**src/rtl/clk_div_pkg.sv**
```systemverilog
// clk_div_pkg - shared types and defaults for the divided-clock monitor.
// Revision: 1.0
`default_nettype none
package clk_div_pkg;

  typedef enum logic [1:0] {
    IDLE = 2'd0,
    ACQ  = 2'd1,
    LOCK = 2'd2
  } meas_state_e;

  localparam int DEF_CNT_W   = 32;
  localparam int DEF_TIMEOUT = 65536;

endpackage
`default_nettype wire

```
**src/rtl/clk_div_meas_if.sv**
```systemverilog
// clk_div_meas_if - measured clock, expected ratio and measurement results.
// Revision: 1.0
`default_nettype none
interface clk_div_meas_if
  import clk_div_pkg::*;
#(
  parameter int CNT_W = DEF_CNT_W
);
  logic             clk_in;
  logic [CNT_W-1:0] exp_div;
  logic [CNT_W-1:0] meas_period;
  logic [CNT_W-1:0] meas_high;
  logic             meas_valid;
  logic             locked;
  logic             mismatch;
  logic             timeout;

  modport master (
    output clk_in, exp_div,
    input  meas_period, meas_high, meas_valid, locked, mismatch, timeout
  );

  modport slave (
    input  clk_in, exp_div,
    output meas_period, meas_high, meas_valid, locked, mismatch, timeout
  );
endinterface
`default_nettype wire

```
**src/rtl/clk_div_edge_sync.sv**
```systemverilog
// clk_div_edge_sync - synchronizer chain plus one-cycle delay, giving level and edges.
// Revision: 1.0
`default_nettype none
module clk_div_edge_sync #(
  parameter int SYNC_STAGES = 2
) (
  input  wire  clk,
  input  wire  rst_n,
  input  wire  din,
  output logic s,
  output logic rise,
  output logic fall
);

  logic s_d;

  generate
    if (SYNC_STAGES > 0) begin : g_sync
      logic [SYNC_STAGES-1:0] chain;

      always_ff @(posedge clk or negedge rst_n) begin
        if (!rst_n) begin
          chain <= '0;
        end else begin
          chain[0] <= din;
          for (int i = 1; i < SYNC_STAGES; i++) begin
            chain[i] <= chain[i-1];
          end
        end
      end

      assign s = chain[SYNC_STAGES-1];
    end else begin : g_direct
      // Only safe when din is already a product of clk.
      assign s = din;
    end
  endgenerate

  always_ff @(posedge clk or negedge rst_n) begin
    if (!rst_n) begin
      s_d <= 1'b0;
    end else begin
      s_d <= s;
    end
  end

  assign rise = s & ~s_d;
  assign fall = ~s & s_d;

endmodule
`default_nettype wire

```
**src/rtl/clk_div_meas.sv**
```systemverilog
// clk_div_meas - measures period and high time of a divided clock; lock, mismatch, timeout.
// Revision: 1.0
`default_nettype none
module clk_div_meas
  import clk_div_pkg::*;
#(
  parameter int CNT_W       = DEF_CNT_W,
  parameter int SYNC_STAGES = 2,
  parameter int LOCK_CNT    = 4,
  parameter int TIMEOUT     = DEF_TIMEOUT
) (
  input  wire          clk,
  input  wire          rst_n,
  clk_div_meas_if.slave bus
);

  localparam int               MW       = $clog2(LOCK_CNT + 1);
  localparam logic [CNT_W-1:0] TO_VAL   = CNT_W'(TIMEOUT);
  localparam logic [CNT_W-1:0] MIN_DIV  = CNT_W'(2);
  localparam logic [MW-1:0]    LOCK_VAL = MW'(LOCK_CNT);

  logic             s;
  logic             rise;
  logic             fall;
  logic [CNT_W-1:0] per_cnt;
  logic [CNT_W-1:0] hi_cnt;
  logic [MW-1:0]    match_cnt;
  logic [MW-1:0]    match_nxt;
  logic             same;
  logic             new_mismatch;
  meas_state_e      state;

  clk_div_edge_sync #(
    .SYNC_STAGES(SYNC_STAGES)
  ) u_edge (
    .clk  (clk),
    .rst_n(rst_n),
    .din  (bus.clk_in),
    .s    (s),
    .rise (rise),
    .fall (fall)
  );

  always_ff @(posedge clk or negedge rst_n) begin
    if (!rst_n) begin
      per_cnt <= '0;
      hi_cnt  <= '0;
    end else if (rise) begin
      per_cnt <= CNT_W'(1);
      hi_cnt  <= CNT_W'(1);
    end else begin
      if (per_cnt != TO_VAL) begin
        per_cnt <= per_cnt + CNT_W'(1);
      end
      if (s && !fall && hi_cnt != TO_VAL) begin
        hi_cnt <= hi_cnt + CNT_W'(1);
      end
    end
  end

  always_comb begin
    same         = (per_cnt == bus.meas_period) && (hi_cnt == bus.meas_high);
    match_nxt    = (match_cnt == '0 || !same) ? MW'(1) : match_cnt + MW'(1);
    new_mismatch = (bus.exp_div < MIN_DIV) || (per_cnt != bus.exp_div);
  end

  always_ff @(posedge clk or negedge rst_n) begin
    if (!rst_n) begin
      state           <= IDLE;
      match_cnt       <= '0;
      bus.meas_period <= '0;
      bus.meas_high   <= '0;
      bus.meas_valid  <= 1'b0;
      bus.locked      <= 1'b0;
      bus.mismatch    <= 1'b0;
      bus.timeout     <= 1'b0;
    end else begin
      bus.meas_valid <= 1'b0;
      // A rise always beats a simultaneous saturated period counter.
      if (rise) begin
        bus.timeout <= 1'b0;
        case (state)
          IDLE: begin
            state     <= ACQ;
            match_cnt <= '0;
          end
          ACQ, LOCK: begin
            bus.meas_period <= per_cnt;
            bus.meas_high   <= hi_cnt;
            bus.meas_valid  <= 1'b1;
            bus.mismatch    <= new_mismatch;
            if (state == ACQ) begin
              match_cnt <= match_nxt;
              if (match_nxt >= LOCK_VAL) begin
                state      <= LOCK;
                bus.locked <= 1'b1;
              end
            end else if (!same) begin
              match_cnt  <= MW'(1);
              state      <= ACQ;
              bus.locked <= 1'b0;
            end
          end
          default: begin
            state     <= IDLE;
            match_cnt <= '0;
          end
        endcase
      end else if (per_cnt == TO_VAL) begin
        bus.timeout <= 1'b1;
        bus.locked  <= 1'b0;
        state       <= IDLE;
        match_cnt   <= '0;
      end
    end
  end

endmodule
`default_nettype wire
```
**src/flat_wrapper.sv**
```systemverilog
// flat-port wrapper written by rule: the top's interface ports become plain ports
module clk_div_meas_flat import clk_div_pkg::*;
#(
  parameter int CNT_W       = DEF_CNT_W,
  parameter int SYNC_STAGES = 2,
  parameter int LOCK_CNT    = 4,
  parameter int TIMEOUT     = DEF_TIMEOUT
)
  (clk, rst_n, bus_clk_in, bus_exp_div, bus_meas_period, bus_meas_high, bus_meas_valid, bus_locked, bus_mismatch, bus_timeout);
  clk_div_meas_if #(.CNT_W(CNT_W)) bus_i ();
  input  wire clk;
  input  wire rst_n;
  input wire logic [$bits(bus_i.clk_in)-1:0] bus_clk_in;
  input wire logic [$bits(bus_i.exp_div)-1:0] bus_exp_div;
  output wire logic [$bits(bus_i.meas_period)-1:0] bus_meas_period;
  output wire logic [$bits(bus_i.meas_high)-1:0] bus_meas_high;
  output wire logic [$bits(bus_i.meas_valid)-1:0] bus_meas_valid;
  output wire logic [$bits(bus_i.locked)-1:0] bus_locked;
  output wire logic [$bits(bus_i.mismatch)-1:0] bus_mismatch;
  output wire logic [$bits(bus_i.timeout)-1:0] bus_timeout;
  assign bus_i.clk_in = bus_clk_in;
  assign bus_i.exp_div = bus_exp_div;
  assign bus_meas_period = bus_i.meas_period;
  assign bus_meas_high = bus_i.meas_high;
  assign bus_meas_valid = bus_i.meas_valid;
  assign bus_locked = bus_i.locked;
  assign bus_mismatch = bus_i.mismatch;
  assign bus_timeout = bus_i.timeout;
  clk_div_meas #(.CNT_W(CNT_W), .SYNC_STAGES(SYNC_STAGES), .LOCK_CNT(LOCK_CNT), .TIMEOUT(TIMEOUT)) u_core (.clk(clk), .rst_n(rst_n), .bus(bus_i));
endmodule
```
**config.mk**
```make
export PLATFORM = sky130hd
export DESIGN_NAME = clk_div_meas_flat
export DESIGN_NICKNAME = d
export VERILOG_FILES = /design/src/rtl/clk_div_pkg.sv /design/src/rtl/clk_div_meas_if.sv /design/src/rtl/clk_div_edge_sync.sv /design/src/rtl/clk_div_meas.sv /design/src/flat_wrapper.sv
export SDC_FILE = /design/constraint.sdc
export NUM_CORES = 1
export LEC_CHECK = 0
export CORE_MARGIN = 2
export CORE_UTILIZATION = 40
export DETAILED_ROUTE_END_ITERATION = 8
export PLACE_DENSITY = 0.67
export SYNTH_ARGS = -nofsm -noshare
export SYNTH_HDL_FRONTEND = slang
export SYNTH_SLANG_ARGS = --single-unit
```
**constraint.sdc**
```tcl
create_clock -name clk -period 4 [get_ports clk]
set_input_delay 0.4 -clock clk [delete_from_list [all_inputs] [get_ports clk]]
set_output_delay 0.4 -clock clk [all_outputs]
set_load 0.03 [all_outputs]
```
==> metrics <==
outcome finished clean; RSZ-0062 raised after global routing false; Flop pwr share 39.6%; Hold Buf Count CTS 0; number of port buffers 102; Post-synth ARST share 100%; dominant synthesized flop cell dfrtp_1; DP Area 8640 sq um; fin worst setup slack 1350 ps; CTS clk-pin slew, worst paths 60 ps; Detailed Route WL 20,800 um; commonest cells after routing, fill and taps aside nand2_1, dfrtp_1, xor2_1, clkdlybuf4s50_1, nor2_1; worst path arrival time 2960 ps; relative slew slack 36.9%; Critical Path Source Type register; CTS buffer count 17; CP max stage delay 470 ps; maxcap violations 0; Synth cell types 45; Place WS 1380 ps; hpwl dp 14,500 um; number of global-route vias before repair 5,969; width of the die 142 um; Final period util 66.4%; HP Class in2async; slowest CP cell dfrtp_1; post-DR wirelength/cell 18.0 um; Fmax achieved 0.377 GHz; yosys warns 0; number of synthesized flops with an enable pin 0; share of layout cells above drive strength 1 5.88%; Peak VDD IR 299 uV; count of antenna-violating nets left after detailed routing 0; All-Layer GR Usage 21.4%; CP Cell Sequence xor2_1, nor4_2, nand4_1, nor4_4, a31o_1, a31oi_1, mux2_1; IO Count 103; final setup vio count 0; crit-path max FO 9; Power per Cell Area 431 nW/um^2; Worst Max-Slew Pin Slew 946 ps; required time of the worst setup path 4310 ps; setup_tns 0 ps; CTS root buf clkbuf_16; Clk Latency, worst-skew pair 430 ps; drt pass-1 iters 5; largest net degree at the start of global routing 101; Rows 50; vias 6,080; LEAKAGE 4.61 nW; H-tree levels 4; vias per cell 5.27; CP top delay family simple AND/OR/NAND/NOR gates; final hold vios 0; worst-case clock buffer depth 2; Die H 142 um; routability congestion estimate 0.877; Placed Instances 1,121; Nets 952; Synth Register Bits 140; Net Count, Synth 893; post-CTS setup repair buffer count 0; DRC viols 0; DR iter-0 viols 497; Mapped Area 7600 sq um; CTS resizes 0; Sw Share 27.6%; Initial Util 40.6%; Internal 2.90 mW; Tmin final 2650 ps; syn_area_per_cell 8.98 sq um; Combinational Power Share 15.5%; Slew Viols, Final 0; P_sw 1.11 mW; CTS tree done; critical path endpoint category register; Die ar. 20,100 sq um; Clock Sinks 140; Buf/Inv on CP 0; post-route cell area 9310 sq um; total grt overflow 0; Cells after Synth 847; Layout area overhead 22.4%; global-route wire length before repair 33,100 um; most common cell after layout, fill and taps aside nand2_1; fin cells 1,153; WS Path Type reg2reg; antenna cells 0; part of the Yosys area used for sequential elements 46.1%; Fin Clk Skew 7.48 ps; antenna violations before repair 0; clock power share 44.9%; core region area 18,700 sq um
-- cell type report --
| cell class | count | area, sq um |
|---|---|---|
| multi-input combinational | 622 | 3700 |
| fill | 1705 | 9400 |
| clock inverter | 13 | 220 |
| timing repair buffer | 109 | 1090 |
| inverter | 16 | 60.1 |
| sequential | 140 | 3500 |
| tap | 234 | 293 |
| clock buffer | 19 | 443 |
-- metrics by stage --
step                hold WS (ps)  utilization (%)  total power, mW
global placement             359             46.2             2.23
detailed placement           361             46.2             2.23
global route                 154             49.7             4.16
CTS                          132             49.7             4.03
finish                      48.6             49.7             4.01
floorplan                    104                -             1.97
-- flip-flops by register name, summed over array words and instances (netlist names) --
name and flops:
u_core.u_edge.s_d 1, u_core.bus.locked 1, u_core.hi_cnt 32, u_core.match_cnt 3, u_core.bus.meas_period 32, u_core.bus.meas_high 32, u_core.u_edge.g_sync.chain 2, u_core.per_cnt 32
u_core.bus.meas_valid 1, u_core.bus.timeout 1, u_core.bus.mismatch 1, u_core.state 2
-- layer usage --
layer	global-route usage [%]	share of wire, %
met1	29.9	45
met2	33.8	47
met3	4.89	6.5
met4	5.68	1.5
met5	0	0
-- Yosys cell counts, drive strengths merged, types with 4 or more instances --
master	count	area, sq um
a21oi	8	40.0
and3	16	100
buf	31	209
clkbuf	38	143
dfrtp	140	3500
ha	11	138
inv	15	56.3
nand2	205	769
nand3	22	110
nand4	19	119
nor2	74	278
nor3	16	100
nor4	42	303
nor4b	4	35.0
o21ai	17	85.1
or3	6	37.5
xnor2	38	333
xor2	114	998
-- cell families (layout without fill, tap and decap cells) --
group | Yosys count | in the layout | synth area share, %
buffers and inverters | 85 | 157 | 5.41
and+or+nand+nor | 418 | 418 | 25.6
AOI/OAI and AO/OA | 38 | 38 | 3.13
muxes | 3 | 3 | 0.428
DFF | 140 | 140 | 46.1
xor gates and xnor gates | 152 | 152 | 17.5
adders and majority gates | 11 | 11 | 1.81
-- power groups by stage --
stage / logic, mW / clock network, mW / registers (mW)
final: 0.622 / 1.80 / 1.59
after global routing: 0.682 / 1.88 / 1.60
after CTS: 0.627 / 1.81 / 1.59
after detailed placement: 0.620 / 0 / 1.61
after global placement: 0.621 / 0 / 1.61
after floorplan: 0.345 / 0 / 1.63
-- worst paths after layout --
path / end / cells past startpoint / start / slack (ps)
min: u_core.bus.meas_period[19] / 1 / rst_n / 50
max: u_core.state[0] / 7 / u_core.hi_cnt[7] / 1350
max in group asynchronous: u_core.bus.meas_high[18] / 2 / rst_n / 3070
max reg2reg: u_core.state[0] / 7 / u_core.hi_cnt[7] / 1350
min reg2reg: u_core.u_edge.g_sync.chain[1] / 0 / u_core.u_edge.g_sync.chain[0] / 360
min in group clk: u_core.u_edge.g_sync.chain[1] / 0 / u_core.u_edge.g_sync.chain[0] / 360
(Power assumes the default switching activity.)
